### config.mk
export PLATFORM = sky130hd
export DESIGN_NAME = mem_space_arbiter
export DESIGN_NICKNAME = d
export VERILOG_FILES = /design/src/rtl/mem_arb_pkg.sv /design/src/rtl/mem_arb_watchdog.sv /design/src/rtl/mem_space_arbiter.sv
export SDC_FILE = /design/constraint.sdc
export NUM_CORES = 1
export LEC_CHECK = 0
export ABC_AREA = 1
export ABC_CLOCK_PERIOD_IN_PS = 2800
export BUFFER_PORTS_ARGS = -buffer_cell sky130_fd_sc_hd__buf_2
export CORE_AREA = 2 2 123 125
export DETAILED_ROUTE_END_ITERATION = 12
export DIE_AREA = 0 0 125 127
export GPL_ROUTABILITY_DRIVEN = 0
export SLEW_MARGIN = 20
export SYNTH_ARGS = -nofsm -noshare
export SYNTH_HDL_FRONTEND = slang
export SYNTH_SLANG_ARGS = --single-unit
### constraint.sdc
create_clock -name clk_i -period 2.8 [get_ports clk_i]
set_input_delay 0.14 -clock clk_i [delete_from_list [all_inputs] [get_ports clk_i]]
set_output_delay 0.14 -clock clk_i [all_outputs]
set_load 0.005 [all_outputs]
### src/rtl/mem_arb_pkg.sv
// Shared types and master identifiers for the two-master mem_space arbiter.
package mem_arb_pkg;

  typedef enum logic [1:0] {
    ARB_IDLE,
    ARB_BUSY,
    ARB_ABORT
  } arb_state_t;

  localparam logic MASTER_INSTR = 1'b0;
  localparam logic MASTER_DATA  = 1'b1;

endpackage

### src/rtl/mem_arb_watchdog.sv
// Stall watchdog: counts enabled cycles since the last clear and flags expiry
// on the cycle the count reaches TIMEOUT_CYCLES-1. TIMEOUT_CYCLES=0 disables it.
module mem_arb_watchdog #(
  parameter int TIMEOUT_CYCLES = 1024
) (
  input  logic clk_i,
  input  logic rst_n_i,
  input  logic clr_i,
  input  logic en_i,
  output logic expired_o
);

  localparam int CNT_W = (TIMEOUT_CYCLES > 0) ? $clog2(TIMEOUT_CYCLES + 1) : 1;
  localparam logic [CNT_W-1:0] LIMIT   = CNT_W'((TIMEOUT_CYCLES > 0) ? TIMEOUT_CYCLES - 1 : 0);
  localparam logic [CNT_W-1:0] CNT_MAX = '1;

  logic [CNT_W-1:0] cnt_q;

  // Saturating counter: holds at all-ones rather than wrapping back to zero.
  always_ff @(posedge clk_i or negedge rst_n_i) begin
    if (!rst_n_i) begin
      cnt_q <= '0;
    end else if (clr_i) begin
      cnt_q <= '0;
    end else if (en_i && (cnt_q != CNT_MAX)) begin
      cnt_q <= cnt_q + CNT_W'(1);
    end
  end

  assign expired_o = (TIMEOUT_CYCLES > 0) && en_i && (cnt_q >= LIMIT);

endmodule

### src/rtl/mem_space_arbiter.sv
// Two-master Wishbone-classic arbiter (instruction fetch m0, data m1) in front of mem_space.
// Define MEM_ARB_DATA_PRIORITY_EN to always grant m1 on a tie instead of round-robin.
module mem_space_arbiter
  import mem_arb_pkg::*;
#(
  parameter int TIMEOUT_CYCLES = 1024
) (
  input  logic        clk_i,
  input  logic        rst_n_i,
  input  logic        m0_cyc_i,
  input  logic        m0_stb_i,
  input  logic        m0_we_i,
  input  logic [31:0] m0_addr_i,
  input  logic [31:0] m0_data_i,
  input  logic [3:0]  m0_sel_i,
  output logic        m0_ack_o,
  output logic        m0_err_o,
  output logic [31:0] m0_data_o,
  input  logic        m1_cyc_i,
  input  logic        m1_stb_i,
  input  logic        m1_we_i,
  input  logic [31:0] m1_addr_i,
  input  logic [31:0] m1_data_i,
  input  logic [3:0]  m1_sel_i,
  output logic        m1_ack_o,
  output logic        m1_err_o,
  output logic [31:0] m1_data_o,
  output logic        mem_cyc_o,
  output logic        mem_stb_o,
  output logic        mem_we_o,
  output logic [31:0] mem_addr_o,
  output logic [31:0] mem_data_o,
  output logic [3:0]  mem_sel_o,
  input  logic        mem_ack_i,
  input  logic        mem_err_i,
  input  logic [31:0] mem_data_i
);

  arb_state_t state_q, state_d;
  logic       owner_q, owner_d;
  logic       tie_pick;
  logic       req0, req1;
  logic       own_cyc, own_stb, own_we;
  logic [31:0] own_addr, own_data;
  logic [3:0] own_sel;
  logic       busy, expired;

  assign req0 = m0_cyc_i & m0_stb_i;
  assign req1 = m1_cyc_i & m1_stb_i;

  assign own_cyc  = (owner_q == MASTER_DATA) ? m1_cyc_i  : m0_cyc_i;
  assign own_stb  = (owner_q == MASTER_DATA) ? m1_stb_i  : m0_stb_i;
  assign own_we   = (owner_q == MASTER_DATA) ? m1_we_i   : m0_we_i;
  assign own_addr = (owner_q == MASTER_DATA) ? m1_addr_i : m0_addr_i;
  assign own_data = (owner_q == MASTER_DATA) ? m1_data_i : m0_data_i;
  assign own_sel  = (owner_q == MASTER_DATA) ? m1_sel_i  : m0_sel_i;

  assign busy = (state_q == ARB_BUSY);

  mem_arb_watchdog #(
    .TIMEOUT_CYCLES(TIMEOUT_CYCLES)
  ) u_watchdog (
    .clk_i     (clk_i),
    .rst_n_i   (rst_n_i),
    .clr_i     (~busy | mem_ack_i | mem_err_i),
    .en_i      (busy & own_stb & ~mem_ack_i & ~mem_err_i),
    .expired_o (expired)
  );

`ifdef MEM_ARB_DATA_PRIORITY_EN
  assign tie_pick = MASTER_DATA;
`else
  logic last_q, last_d;
  assign tie_pick = ~last_q;
`endif

  always_ff @(posedge clk_i or negedge rst_n_i) begin
    if (!rst_n_i) begin
      state_q <= ARB_IDLE;
      owner_q <= MASTER_INSTR;
`ifndef MEM_ARB_DATA_PRIORITY_EN
      last_q  <= MASTER_DATA;
`endif
    end else begin
      state_q <= state_d;
      owner_q <= owner_d;
`ifndef MEM_ARB_DATA_PRIORITY_EN
      last_q  <= last_d;
`endif
    end
  end

  always_comb begin
    state_d = state_q;
    owner_d = owner_q;
`ifndef MEM_ARB_DATA_PRIORITY_EN
    last_d  = last_q;
`endif
    case (state_q)
      ARB_IDLE: begin
        if (req0 || req1) begin
          state_d = ARB_BUSY;
          owner_d = (req0 && req1) ? tie_pick : (req1 ? MASTER_DATA : MASTER_INSTR);
        end
      end
      ARB_BUSY, ARB_ABORT: begin
        // Releasing cyc ends the tenure even after an abort; only BUSY can time out.
        if (!own_cyc) begin
          state_d = ARB_IDLE;
`ifndef MEM_ARB_DATA_PRIORITY_EN
          last_d  = owner_q;
`endif
        end else if (busy && expired) begin
          state_d = ARB_ABORT;
        end
      end
      default: state_d = ARB_IDLE;
    endcase
  end

  always_comb begin
    mem_cyc_o  = 1'b0;
    mem_stb_o  = 1'b0;
    mem_we_o   = 1'b0;
    mem_addr_o = '0;
    mem_data_o = '0;
    mem_sel_o  = '0;
    m0_ack_o   = 1'b0;
    m0_err_o   = 1'b0;
    m0_data_o  = '0;
    m1_ack_o   = 1'b0;
    m1_err_o   = 1'b0;
    m1_data_o  = '0;
    if (busy) begin
      mem_cyc_o  = own_cyc & ~expired;
      mem_stb_o  = own_stb & ~expired;
      mem_we_o   = own_we;
      mem_addr_o = own_addr;
      mem_data_o = own_data;
      mem_sel_o  = own_sel;
      // A simultaneous slave err overrides ack.
      if (owner_q == MASTER_DATA) begin
        m1_ack_o  = mem_ack_i & ~mem_err_i;
        m1_err_o  = mem_err_i | expired;
        m1_data_o = mem_data_i;
      end else begin
        m0_ack_o  = mem_ack_i & ~mem_err_i;
        m0_err_o  = mem_err_i | expired;
        m0_data_o = mem_data_i;
      end
    end
  end

endmodule

Word level (Yosys, flattened, before mapping)

Index checks and enable logic that the tools add are counted.

Output and inout bits: 139
Flip-flop bits (word level): 15
Word-level logic and storage cells: 71
Input bits: 178

$lt $le $gt $ge: 1
Mux-type cells: 32
Add/sub/neg operators: 1
Reduce and logical (&&, ||, !) cells: 11
Eq/ne operators: 5
Bitwise logic cells: 17

Operators by type and width:

| kind                    | number |
|---|---|
| $mux W32                | 8 |
| $mux W11                | 2 |
| $mux W1                 | 16 |
| $add A11 B1 Y11 const B | 1 |
| $ge A11 B10 Y1 const B  | 1 |
| $ne A11 B11 Y1 const B  | 1 |
| $and A1 B1 Y1           | 8 |
| $mux W4                 | 2 |
| $mux W2                 | 3 |
| $not A1 Y1              | 6 |
| $reduce_and A2 Y1       | 3 |
| $logic_and A1 B1 Y1     | 4 |
| $pmux W2 S2             | 1 |
| $ne A3 B3 Y1 const B    | 1 |
| $or A1 B1 Y1            | 3 |
| $eq A2 B1 Y1 const B    | 1 |
| $eq A2 B2 Y1 const B    | 1 |
| $logic_not A2 Y1        | 1 |
| $ne A2 B2 Y1 const B    | 1 |
| $reduce_bool A2 Y1      | 1 |
| $reduce_or A2 Y1        | 1 |
| $logic_or A1 B1 Y1      | 1 |

Longest topological paths before layout

Gate-level depths: netlist of run 1.

Word-level depth: 9
Depth in mapped cells: 10
Depth with buffers taken out: 10

By module

A second synthesis of run 1 with hierarchy kept.

Cell total of the unflattened synthesis: 495
Area, all modules: 2514.9 um2

By module, submodules not included:

| module            | cells an instance | times used | area an instance (um2) | sequential area each (um2) |
|---|---|---|---|---|
| mem_space_arbiter | 394               | 1          | 1801.7                 | 101.3 |
| mem_arb_watchdog  | 101               | 1          | 713.2                  | 275.3 |

Least setup slack after synthesis of run 1

OpenSTA, ideal clock, no wires.

Path kind: reg2reg
From: register state_q[1]
To: register u_watchdog.cnt_q[4]
Path buffers: 2
Data required time: 2672 ps
Clock period less this slack: 1438 ps
Setup slack: 1362 ps
Cell stages (with the launch flop): 10
Arrival: 1310 ps
Library setup time: 128 ps
Path through: dfrtp_1 > inv_1 > ha_1 > buf_4 > nand2_1 > nor2_4 > nand2_4 > buf_6 > nand3_1 > o31ai_2

Longest elaborated chain between the ends: 6
Elaborated cells on any way between the ends: 10
Those cells by class: 1 x eq/ne; 1 x mux; 6 x bitwise; 2 x reduce/logical

RTL lines:

| item                                | RTL line                | RTL |
|---|---|---|
| start, declared                     | mem_space_arbiter.sv:39 | `arb_state_t state_q, state_d;` |
| start signal, assigned              | mem_space_arbiter.sv:85 | `state_q <= state_d;` |
| $eq A2 B1 Y1 *                      | mem_space_arbiter.sv:58 | `assign busy = (state_q == ARB_BUSY);` |
| $and A1 B1 Y1 (3 in series)         | mem_space_arbiter.sv:66 | `.en_i (busy & own_stb & ~mem_ack_i & ~mem_err_i),` |
| $logic_and A1 B1 Y1                 | mem_arb_watchdog.sv:25  | `end else if (en_i && (cnt_q != CNT_MAX)) begin` |
| $reduce_bool A2 Y1 (no source line) | -                       |  |
| end signal, assigned                | mem_arb_watchdog.sv:26  | `cnt_q <= cnt_q + CNT_W'(1);` |
| end, declared                       | mem_arb_watchdog.sv:17  | `logic [CNT_W-1:0] cnt_q;` |

Every way passes the cells marked *; elsewhere a longest branch is shown, timed or not.
A chain may end at the register's enable or synchronous reset.

Final worst setup path of run 1

From: register state_q[1]
To: output port mem_data_o[23]

Longest elaborated chain between the ends: 2

RTL lines:

| item          | RTL line                 | RTL |
|---|---|---|
| $eq A2 B1 Y1  | mem_space_arbiter.sv:58  |  |
| $mux W32      | mem_space_arbiter.sv:134 | `if (busy) begin` |
| end, declared | mem_space_arbiter.sv:32  | `output logic [31:0] mem_data_o,` |

No other way between the ends.

==> flow_summary_export.csv, run 1 <==
group,metric,value,unit
global_routing,antenna_found_initial,0,
global_routing,grt_remaining_overflow,0,
finish,layout_common_cells,"316 x buf_2, 154 x nand3_1, 98 x nand2_1",
global_routing,grt_pass1_wl,17800,µm
setup_path,critPathSlowestCell,"buf_4",
routing,drcViolationCount,0,
die,pin_count,317,
setup_path,crit_type,"register to output port",
timing,clock_skew,0.00370,ns
setup_path,reg2reg_depth,7,
clocking,ctsResizeCount,0,
min_path,hold_end,"last_q",
timing,slew_headroom,0.576,
timing,layout_min_cycle_time,2.05,ns
clocking,clk_pin_slew,0.05,ns
finish,nets,940,
clocking,cts.sinks,15,
finish,layout_commonest_cell,"buf_2",
routing,num_vias,4021,
min_path,hold_path_depth,3,
min_path,worstHoldStart,"m1_cyc_i",
outcome,status,"completed",
finish,postLayoutCoreUtil,0.295,
synth,syn-num-nets,650,
timing,whs,0.186,ns
global_routing,grt.total_usage,0.136,
finish,antenna_cells,0,
setup_path,cp-end-kind,"output port",
routing,drtIter0Drc,120,
finish,drive_gt1_frac,0.455,
setup_path,max_stage_delay,0.46,ns
setup_path,r2r-end,"state_q[0]",
setup_path,required,2.66,ns
place,dp.final_hpwl,10100,µm
die,chipWidth,125,µm
routing,wire_per_inst,12.9,µm
timing,fin_tns_setup,0,ns
synth,synth_area_per_cell,5.24,µm²
synth,ys_ff_latch,15,
setup_path,r2r_start,"owner_q",
setup_path,rrSetupSlack,1.00,ns
synth,synth_edf_count,0,
timing,tightest_slew,0.636,ns
setup_path,path_delay_family,"buffers and inverters",
clocking,clockBufferDepth,2,
clocking,cts_buffers,3,
setup_path,cp_num_buf_inv,3,
synth,synthArstFlopShare,1.00,
die,initial_core_util,0.170,
clocking,post-cts-setup-buffer-count,0,
place,placed_area,4160,µm²
synth,netlist_area,2460,µm²
timing,hold_viol_final,0,
power_and_ir_drop,p_per_area,679,nW/µm²
clocking,cts_root_buf,"clkbuf_16",
clocking,postCtsHoldBufs,1,
clocking,h-tree-depth,1,
clocking,cts_tree,"done",
place,place.port_buffers,316,
timing,max_freq,488,MHz
timing,finalMaxSlewViolations,0,
finish,finalInstanceArea,4250,µm²
die,placeableCoreArea,14400,µm²
synth,ys_warn_count,0,
place,dpl.cell_count,937,
global_routing,first_global_vias,3466,
die,placementRows,44,
routing,ant_nets,0,
power_and_ir_drop,ir_drop,0.359,mV
setup_path,crit_fanout,56,
job,maxCapViolCount,0,
die,die_area,15900,µm²
die,chipHeight,127,µm
timing,setup_viol,0,
finish,area_growth,73.1,%
synth,yosysUniqueCellTypes,32,
timing,fin_crit_sh,0.732,
routing,detail_route.first_pass.iterations,4,
synth,synth_seq_area_share,0.153,
setup_path,crit_cells,6,
finish,fin_cells,942,
timing,rsz0062_at_grt,"no",
routing,drt-total-wl,12200,µm
setup_path,crit_chain,"inv_1 -> ha_4 -> buf_4 -> nand3_1 -> nand2_1 -> buf_2",
synth,synth-main-ff-cell,"dfrtp_1",
clocking,clk-insertion-delay-late,0.25,ns
routing,vias_per_cell,4.27,
setup_path,worstSetupStartpointType,"register",
setup_path,cp.arrival,1.91,ns
global_routing,grt_max_degree,75,
synth,syn_inst,469,
power_and_ir_drop,p_leak,2.81,nW
min_path,min_path_type,"input port to register",
layout make-up:
type / instances / area, µm²
timing repair buffer: 323 / 1650
multi-input combinational: 367 / 1730
fill: 1620 / 10200
clock buffer: 3 / 75.1
clock inverter: 1 / 5.00
inverter: 49 / 186
tap: 184 / 230
sequential: 15 / 378
sequential cells by signal, indices dropped and copies added, names as in the netlist:
register          count
last_q                1
owner_q               1
state_q               2
u_watchdog.cnt_q     11
cell usage after synthesis, types with 2 or more instances:
| cell | number | share of area |
|---|---|---|
| nand3_1 | 154 | 0.31 |
| nand2_1 | 98 | 0.15 |
| nor2_1 | 80 | 0.12 |
| inv_1 | 44 | 0.067 |
| clkbuf_1 | 18 | 0.028 |
| dfrtp_1 | 14 | 0.14 |
| buf_2 | 13 | 0.026 |
| o21ai_1 | 5 | 0.010 |
| buf_1 | 4 | 0.0061 |
| o22ai_1 | 4 | 0.010 |
| xor2_1 | 4 | 0.014 |
| ha_1 | 3 | 0.015 |
| inv_2 | 3 | 0.0046 |
| nand2_2 | 3 | 0.0076 |
| nor2_4 | 3 | 0.014 |
| buf_6 | 2 | 0.0092 |
| or2_2 | 2 | 0.0051 |
per-layer routing:
metal  vias up  share of wire  track usage  wire [µm]
li1       2082              -            -          -
met1      1724           0.40        0.164       4850
met2       205           0.50        0.249       6110
met3        10          0.087       0.0264       1060
met4         0          0.014       0.0320        172
met5         -              0            0          0
per-stage QoR:
step	total power [mW]	worst slack (ns)
after detailed placement	2.65	0.973
after CTS	2.94	0.721
after global routing	3.19	0.606
after floorplan	1.62	1.36
final	2.89	0.751
after global placement	2.64	1.00
cell families after synthesis:
logic type	share of synthesized area
compound gates	0.0362
xor+xnor	0.0178
fa+ha+maj	0.0153
flops	0.153
simple gates	0.629
buf+inv	0.148
report_power, final:
part           internal, mW  switching, mW
combinational         0.873           1.43
clock                 0.191         0.0964
sequential            0.247         0.0481
worst max path at each step:
stage	endpoint	slack (ns)	from
3_5_place_dp	state_q[0]	0.97	owner_q
2_1_floorplan	u_watchdog.cnt_q[4]	1.36	state_q[1]
3_3_place_gp	u_watchdog.cnt_q[8]	1.00	owner_q
4_1_cts	m1_err_o	0.72	owner_q
6_report	mem_data_o[23]	0.75	state_q[1]
5_1_grt	mem_data_o[23]	0.61	state_q[1]
worst reg2reg max path, cell delays in order, from the launching register on:
cell	delay [ns]
dfrtp_2	0.54
buf_4	0.58
o21ai_1	0.18
nor2_1	0.18
nand2_2	0.07
nand2_1	0.07
nand2_1	0.05
nand2_1	0.05
No activity file was read; power rests on OpenSTA's default activity.
==> run 2: changes to the inputs <==
--- a/config.mk
+++ b/config.mk
@@ -5,12 +5,12 @@
 export SDC_FILE = /design/constraint.sdc
 export NUM_CORES = 1
 export LEC_CHECK = 0
-export ABC_AREA = 1
-export ABC_CLOCK_PERIOD_IN_PS = 2800
+export ABC_AREA = 0
+export ABC_CLOCK_PERIOD_IN_PS = 1950
 export BUFFER_PORTS_ARGS = -buffer_cell sky130_fd_sc_hd__buf_2
-export CORE_AREA = 2 2 123 125
+export CORE_AREA = 2 2 125 127
 export DETAILED_ROUTE_END_ITERATION = 12
-export DIE_AREA = 0 0 125 127
+export DIE_AREA = 0 0 127 129
 export GPL_ROUTABILITY_DRIVEN = 0
 export SLEW_MARGIN = 20
 export SYNTH_ARGS = -nofsm -noshare
==> constraint.sdc (replaced) <==
create_clock -name clk_i -period 1.95 [get_ports clk_i]
set_input_delay 0.0975 -clock clk_i [delete_from_list [all_inputs] [get_ports clk_i]]
set_output_delay 0.0975 -clock clk_i [all_outputs]
set_load 0.005 [all_outputs]
==> run 2 against run 1 <==
  * Final area is 7.1% higher
  * Sequential cell count stayed put
  * Sequential power is 41% higher
  * Highest routed layer unchanged
==> flow_summary_export.csv, run 2 <==
group,metric,value,unit
synth,syn_inst,335,
global_routing,first_global_vias,3320,
finish,layout_common_cells,"316 x buf_2, 72 x mux2i_1, 69 x nor2b_1",
setup_path,crit_type,"register to output port",
power_and_ir_drop,p_seq_frac,0.093,
synth,synth-main-ff-cell,"dfrtp_1",
synth,ys_ff_latch,15,
job,maxCapViolCount,0,
setup_path,crit_fanout,4,
clocking,cts_root_buf,"clkbuf_16",
finish,antenna_cells,0,
setup_path,max_stage_delay,0.40,ns
outcome,status,"completed",
global_routing,grt.total_usage,0.128,
finish,multi_input_area,2120,µm²
setup_path,cp.arrival,1.79,ns
routing,drt-total-wl,11600,µm
power_and_ir_drop,power,4.46,mW
timing,clock_skew,0.00593,ns
power_and_ir_drop,power.internal,2.50,mW
setup_path,cp-end-kind,"output port",
synth,syn-num-nets,516,
finish,nets,821,
setup_path,critPathSlowestCell,"or3b_4",
setup_path,required,1.85,ns
timing,finalMaxSlewViolations,0,
timing,fin_tns_setup,0,ns
timing,hold_viol_final,0,
min_path,min_path_type,"input port to register",
synth,synth_top_cell_area_share,0.276,
routing,num_vias,3512,
finish,postLayoutCoreUtil,0.304,
clocking,h-tree-depth,1,
power_and_ir_drop,ir_drop,0.800,mV
timing,rsz0062_at_grt,"no",
power_and_ir_drop,p_leak,2.78,nW
routing,wire_per_inst,14.0,µm
routing,drtIter0Drc,164,
power_and_ir_drop,combPwrFrac,0.817,
place,dp.final_hpwl,9710,µm
routing,vias_per_cell,4.25,
place,place.port_buffers,316,
setup_path,worstSetupStartpointType,"register",
synth,yosysUniqueCellTypes,44,
finish,largest_reg_flops,11,
routing,ant_nets,0,
synth,synth_seq_area_share,0.144,
routing,detail_route.first_pass.iterations,4,
timing,slew_headroom,0.734,
power_and_ir_drop,clkPwrFrac,0.090,
setup_path,cp_num_buf_inv,2,
global_routing,grt_remaining_overflow,0,
die,chipHeight,129,µm
power_and_ir_drop,p_per_area,979,nW/µm²
setup_path,path_delay_family,"simple AND/OR/NAND/NOR gates",
synth,yosysTopAreaCell,"mux2i_1",
power_and_ir_drop,netSwitchingFraction,0.439,
die,die_area,16400,µm²
synth,netlist_area,2610,µm²
die,chipWidth,127,µm
finish,drive_gt1_frac,0.534,
die,pin_count,317,
synth,synth_area_per_cell,7.79,µm²
routing,drcViolationCount,0,
finish,regMostFlops,"u_watchdog.cnt_q",
global_routing,antenna_found_initial,0,
clocking,clk-insertion-delay-late,0.25,ns
global_routing,grt_pass1_wl,16900,µm
die,placementRows,45,
clocking,cts_buffers,3,
timing,fin_crit_sh,0.966,
finish,area_growth,74.5,%
synth,synth_area_leaders,"mux2i_1 28%, nor2b_1 17%, dfrtp_1 13%",
clocking,clockBufferDepth,2,
setup_path,crit_chain,"inv_2 -> ha_4 -> or3b_4 -> nor2_4 -> nand2_2 -> and3_1 -> buf_2",
clocking,cts_tree,"done",
finish,layout_commonest_cell,"buf_2",
synth,ys_warn_count,0,
synth,yosysMostFrequentCell,"mux2i_1",
place,placed_area,4430,µm²
finish,fill_cells,1628,
timing,tightest_slew,0.393,ns
finish,finalInstanceArea,4550,µm²
clocking,cts.sinks,15,
finish,reg_top3,"u_watchdog.cnt_q (11), state_q (2)",
global_routing,grt_max_degree,59,
die,placeableCoreArea,15000,µm²
clocking,clk_pin_slew,0.05,ns
power_and_ir_drop,switchingPower,1.96,mW
timing,max_freq,531,MHz
finish,regArea,380,µm²
synth,synthTopCellsByCount,"72 x mux2i_1, 70 x nor2b_1, 36 x and3_1",
timing,layout_min_cycle_time,1.88,ns
synth,synthArstFlopShare,1.00,
synth,synth_edf_count,0,
die,initial_core_util,0.174,
timing,setup_viol,0,
run 2: timing repair:
item,CTS,global route
pin swaps,1,1
setup endpoints to repair,22,4
hold buffers,1,0
resized for setup,7,0
endpoints found under the hold margin,14,0
buffers inserted,0,1
run 2: power by group through the flow:
stage | combinational (mW) | sequential, mW | clock [mW]
after global routing | 3.98 | 0.422 | 0.428
after global placement | 3.63 | 0.414 | 0
after floorplan | 2.17 | 0.366 | 0
final | 3.64 | 0.416 | 0.401
after detailed placement | 3.63 | 0.416 | 0
after CTS | 3.67 | 0.417 | 0.413
run 2: cell families after synthesis:
group	share of synthesized area
and+or+nand+nor	0.421
muxes	0.285
buffers and inverters	0.0532
AOI/OAI and AO/OA	0.0791
DFF	0.144
adders and majority gates	0.0144
xor gates and xnor gates	0.00336
run 2: worst paths after layout:
path / slack [ns] / to / depth (start not counted) / startpoint
hold / removal: 0.09 / owner_q / 2 / m0_cyc_i
min in group asynchronous: 0.31 / u_watchdog.cnt_q[5] / 2 / rst_n_i
max in group asynchronous: 1.33 / last_q / 2 / rst_n_i
setup reg to reg: 0.09 / u_watchdog.cnt_q[9] / 5 / u_watchdog.cnt_q[0]
setup / recovery: 0.07 / mem_stb_o / 7 / state_q[1]
hold reg to reg: 0.52 / u_watchdog.cnt_q[8] / 1 / u_watchdog.cnt_q[8]
run 2: area by class of cell:
type,instances,share of cell area
Clock buffer,4,0.0173
Inverter,6,0.00495
Multi-Input combinational cell,286,0.466
Sequential cell,15,0.0835
Tap cell,188,0.0516
Timing Repair Buffer,328,0.377
run 2: through the flow:
| stage | std cells | hold WS, ns | worst slack [ns] |
|---|---|---|---|
| 2_1_floorplan | 335 | -0.198 | 0.125 |
| 3_3_place_gp | 821 | 0.0404 | 0.126 |
| 3_5_place_dp | 821 | 0.0395 | 0.0750 |
| 4_1_cts | 826 | 0.0865 | 0.0310 |
| 5_1_grt | 827 | 0.103 | 0.00304 |
| 6_report | 827 | 0.0857 | 0.0654 |
run 2: worst reg2reg max path, delay by kind of cell (launching register included):
| family | cells | cell delay [ns] |
|---|---|---|
| adders and majority gates | 1 | 0.25 |
| DFF | 1 | 0.41 |
| AOI/OAI and AO/OA | 1 | 0.15 |
| and+or+nand+nor | 3 | 0.99 |
run 2: layer usage:
metal  GRT usage  wire length, µm  vias to the layer above
li1            -                -                     1777
met1       0.161             4980                     1517
met2       0.233             5430                      210
met3      0.0225             1060                        8
met4      0.0194              102                        0
met5           0                0                        -
==> run 3: changes to the inputs <==
--- a/config.mk
+++ b/config.mk
@@ -8,10 +8,13 @@
 export ABC_AREA = 0
 export ABC_CLOCK_PERIOD_IN_PS = 1950
 export BUFFER_PORTS_ARGS = -buffer_cell sky130_fd_sc_hd__buf_2
-export CORE_AREA = 2 2 125 127
+export CELL_PAD_IN_SITES_DETAIL_PLACEMENT = 2
+export CELL_PAD_IN_SITES_GLOBAL_PLACEMENT = 2
+export CORE_MARGIN = 2
+export CORE_UTILIZATION = 15
 export DETAILED_ROUTE_END_ITERATION = 12
-export DIE_AREA = 0 0 127 129
 export GPL_ROUTABILITY_DRIVEN = 0
+export PLACE_DENSITY_LB_ADDON = 0.1
 export SLEW_MARGIN = 20
 export SYNTH_ARGS = -nofsm -noshare
 export SYNTH_HDL_FRONTEND = slang
==> run 3 against run 2 <==
  * Clock skew fell by 0.0034 ns
  * Final cell count rose by 5.4%
  * Fmax rose by 0.11%
  * Die area rose by 13%
  * Global-route usage rose by 4.1 points
  * Setup slack improved by 0.0020 ns
  * Sequential share of layout area fell by 0.27 points
  * Clock power rose by 3%
  * Critical path type unchanged
  * Largest cell class unchanged
==> flow_summary_export.csv, run 3 (synthesis gave the netlist of run 2 again) <==
group,metric,value,unit
outcome,status,"completed",
setup_path,required,1.85,ns
setup_path,rrSetupSlack,0.15,ns
setup_path,worstSetupStartpointType,"register",
setup_path,cp-end-kind,"output port",
power_and_ir_drop,power,4.82,mW
min_path,min_path_type,"input port to register",
finish,drive_gt1_frac,0.544,
timing,fin_crit_sh,0.965,
finish,layout_common_cells,"316 x buf_2, 72 x mux2i_1, 69 x nor2b_1",
timing,finalWorstSetupSlack,0.0674,ns
timing,setup_viol,0,
timing,tightest_slew,0.459,ns
power_and_ir_drop,p_leak,2.85,nW
die,initial_core_util,0.152,
routing,wl_met1,5910,µm
timing,hold_viol_final,0,
die,pin_count,317,
setup_path,crit_fanout,4,
clocking,cts_root_buf,"clkbuf_16",
timing,clock_skew,0.00254,ns
finish,fill_cells,2088,
setup_path,cp.arrival,1.79,ns
routing,wire_per_inst,18.6,µm
setup_path,reg2reg_depth,6,
routing,ant_nets,0,
finish,area_growth,80.4,%
place,dp.final_hpwl,13600,µm
die,chipWidth,136,µm
timing,max_freq,531,MHz
global_routing,grt_max_degree,51,
timing,slew_headroom,0.694,
setup_path,crit_type,"register to output port",
routing,drtIter0Drc,55,
min_path,hold_path_depth,2,
die,placeableCoreArea,17200,µm²
routing,drcViolationCount,0,
routing,vias_per_cell,4.29,
clocking,clk-insertion-delay-late,0.25,ns
setup_path,crit_start,"state_q[1]",
timing,finalMaxSlewViolations,0,
clocking,clockBufferDepth,2,
clocking,cts.sinks,15,
routing,drt-total-wl,16200,µm
global_routing,grt_remaining_overflow,0,
finish,multi_input_area,2140,µm²
clocking,cts_tree,"done",
min_path,hold_end,"owner_q",
global_routing,grt_pass1_wl,24000,µm
setup_path,r2r-end,"u_watchdog.cnt_q[4]",
min_path,worstHoldStart,"m0_cyc_i",
finish,nets,827,
timing,rsz0062_at_grt,"yes",
global_routing,antenna_found_initial,5,
die,chipHeight,136,µm
routing,top_layer,"met5",
finish,layout_commonest_cell,"buf_2",
setup_path,r2r_start,"state_q[1]",
clocking,clk_pin_slew,0.05,ns
power_and_ir_drop,p_per_area,1020,nW/µm²
routing,num_vias,3741,
routing,dr_wl_met3,1510,µm
power_and_ir_drop,ir_drop,0.554,mV
die,placementRows,48,
timing,layout_min_cycle_time,1.88,ns
finish,reg_top3,"u_watchdog.cnt_q (11), state_q (2)",
finish,regArea,380,µm²
place,post-place-ws,0.0555,ns
routing,met2_length,8500,µm
clocking,h-tree-depth,1,
place,place.port_buffers,316,
clocking,cts_buffers,3,
global_routing,first_global_vias,4077,
global_routing,grt.total_usage,0.169,
routing,detail_route.first_pass.iterations,4,
finish,largest_reg_flops,11,
finish,regMostFlops,"u_watchdog.cnt_q",
die,die_area,18500,µm²
job,maxCapViolCount,0,
[run 3: what timing repair did]
| action | 4_1_cts | 5_1_grt |
|---|---|---|
| setup endpoints to repair | 37 | 14 |
| buffers inserted | 1 | 4 |
| resized for setup | 10 | 5 |
| hold buffers | 1 | 0 |
| pin swaps | 1 | 1 |
| endpoints found under the hold margin | 14 | 0 |
| gates cloned | 1 | 0 |
[run 3: stage by stage]
stage	cell area, µm²	hold slack, ns	cells	util	TNS (ns)
final	4710	0.102	872	0.274	0
after global routing	4710	0.130	872	0.274	-0.0449
after CTS	4660	0.108	866	0.271	0
after detailed placement	4490	0.0453	859	0.261	0
after global placement	4490	0.0459	859	0.261	0
after floorplan	2610	-0.198	335	-	0
[run 3: layer usage]
| metal | up-vias | GRT usage |
|---|---|---|
| met5 | - | 0 |
| met4 | 2 | 0.0376 |
| met3 | 16 | 0.0544 |
| met2 | 177 | 0.327 |
| met1 | 1755 | 0.176 |
| li1 | 1791 | - |
[run 3: critical path, stage by stage, from the launching register on]
cell and delay, ns:
dfrtp_1 0.38, inv_2 0.08, ha_4 0.14, or3b_4 0.41, nor2_4 0.13, nand2_4 0.09
and3_4 0.18, buf_2 0.12
[run 3: worst max path at each step]
stage                     slack, ns                   to
after floorplan                0.13  u_watchdog.cnt_q[4]
after global placement         0.11  u_watchdog.cnt_q[9]
after detailed placement       0.06  u_watchdog.cnt_q[4]
after CTS                      0.02            mem_stb_o
after global routing          -0.02             m1_err_o
final                          0.07            mem_stb_o
[run 3: layout make-up]
cell class                      count  share of cell area
Multi-Input combinational cell    286               0.455
Timing Repair Buffer              334               0.382
Sequential cell                    15              0.0808
Tap cell                          225              0.0598
Clock buffer                        3              0.0159
Inverter                            6             0.00478
Clock inverter                      1             0.00106
Antenna cell                        2             0.00106
[run 3: power breakdown]
group / total, mW / switching (mW) / internal, mW
sequential: 0.415 / 0.0587 / 0.356
combinational: 3.99 / 1.99 / 2.00
clock: 0.412 / 0.138 / 0.274
total: 4.82 / 2.18 / 2.63
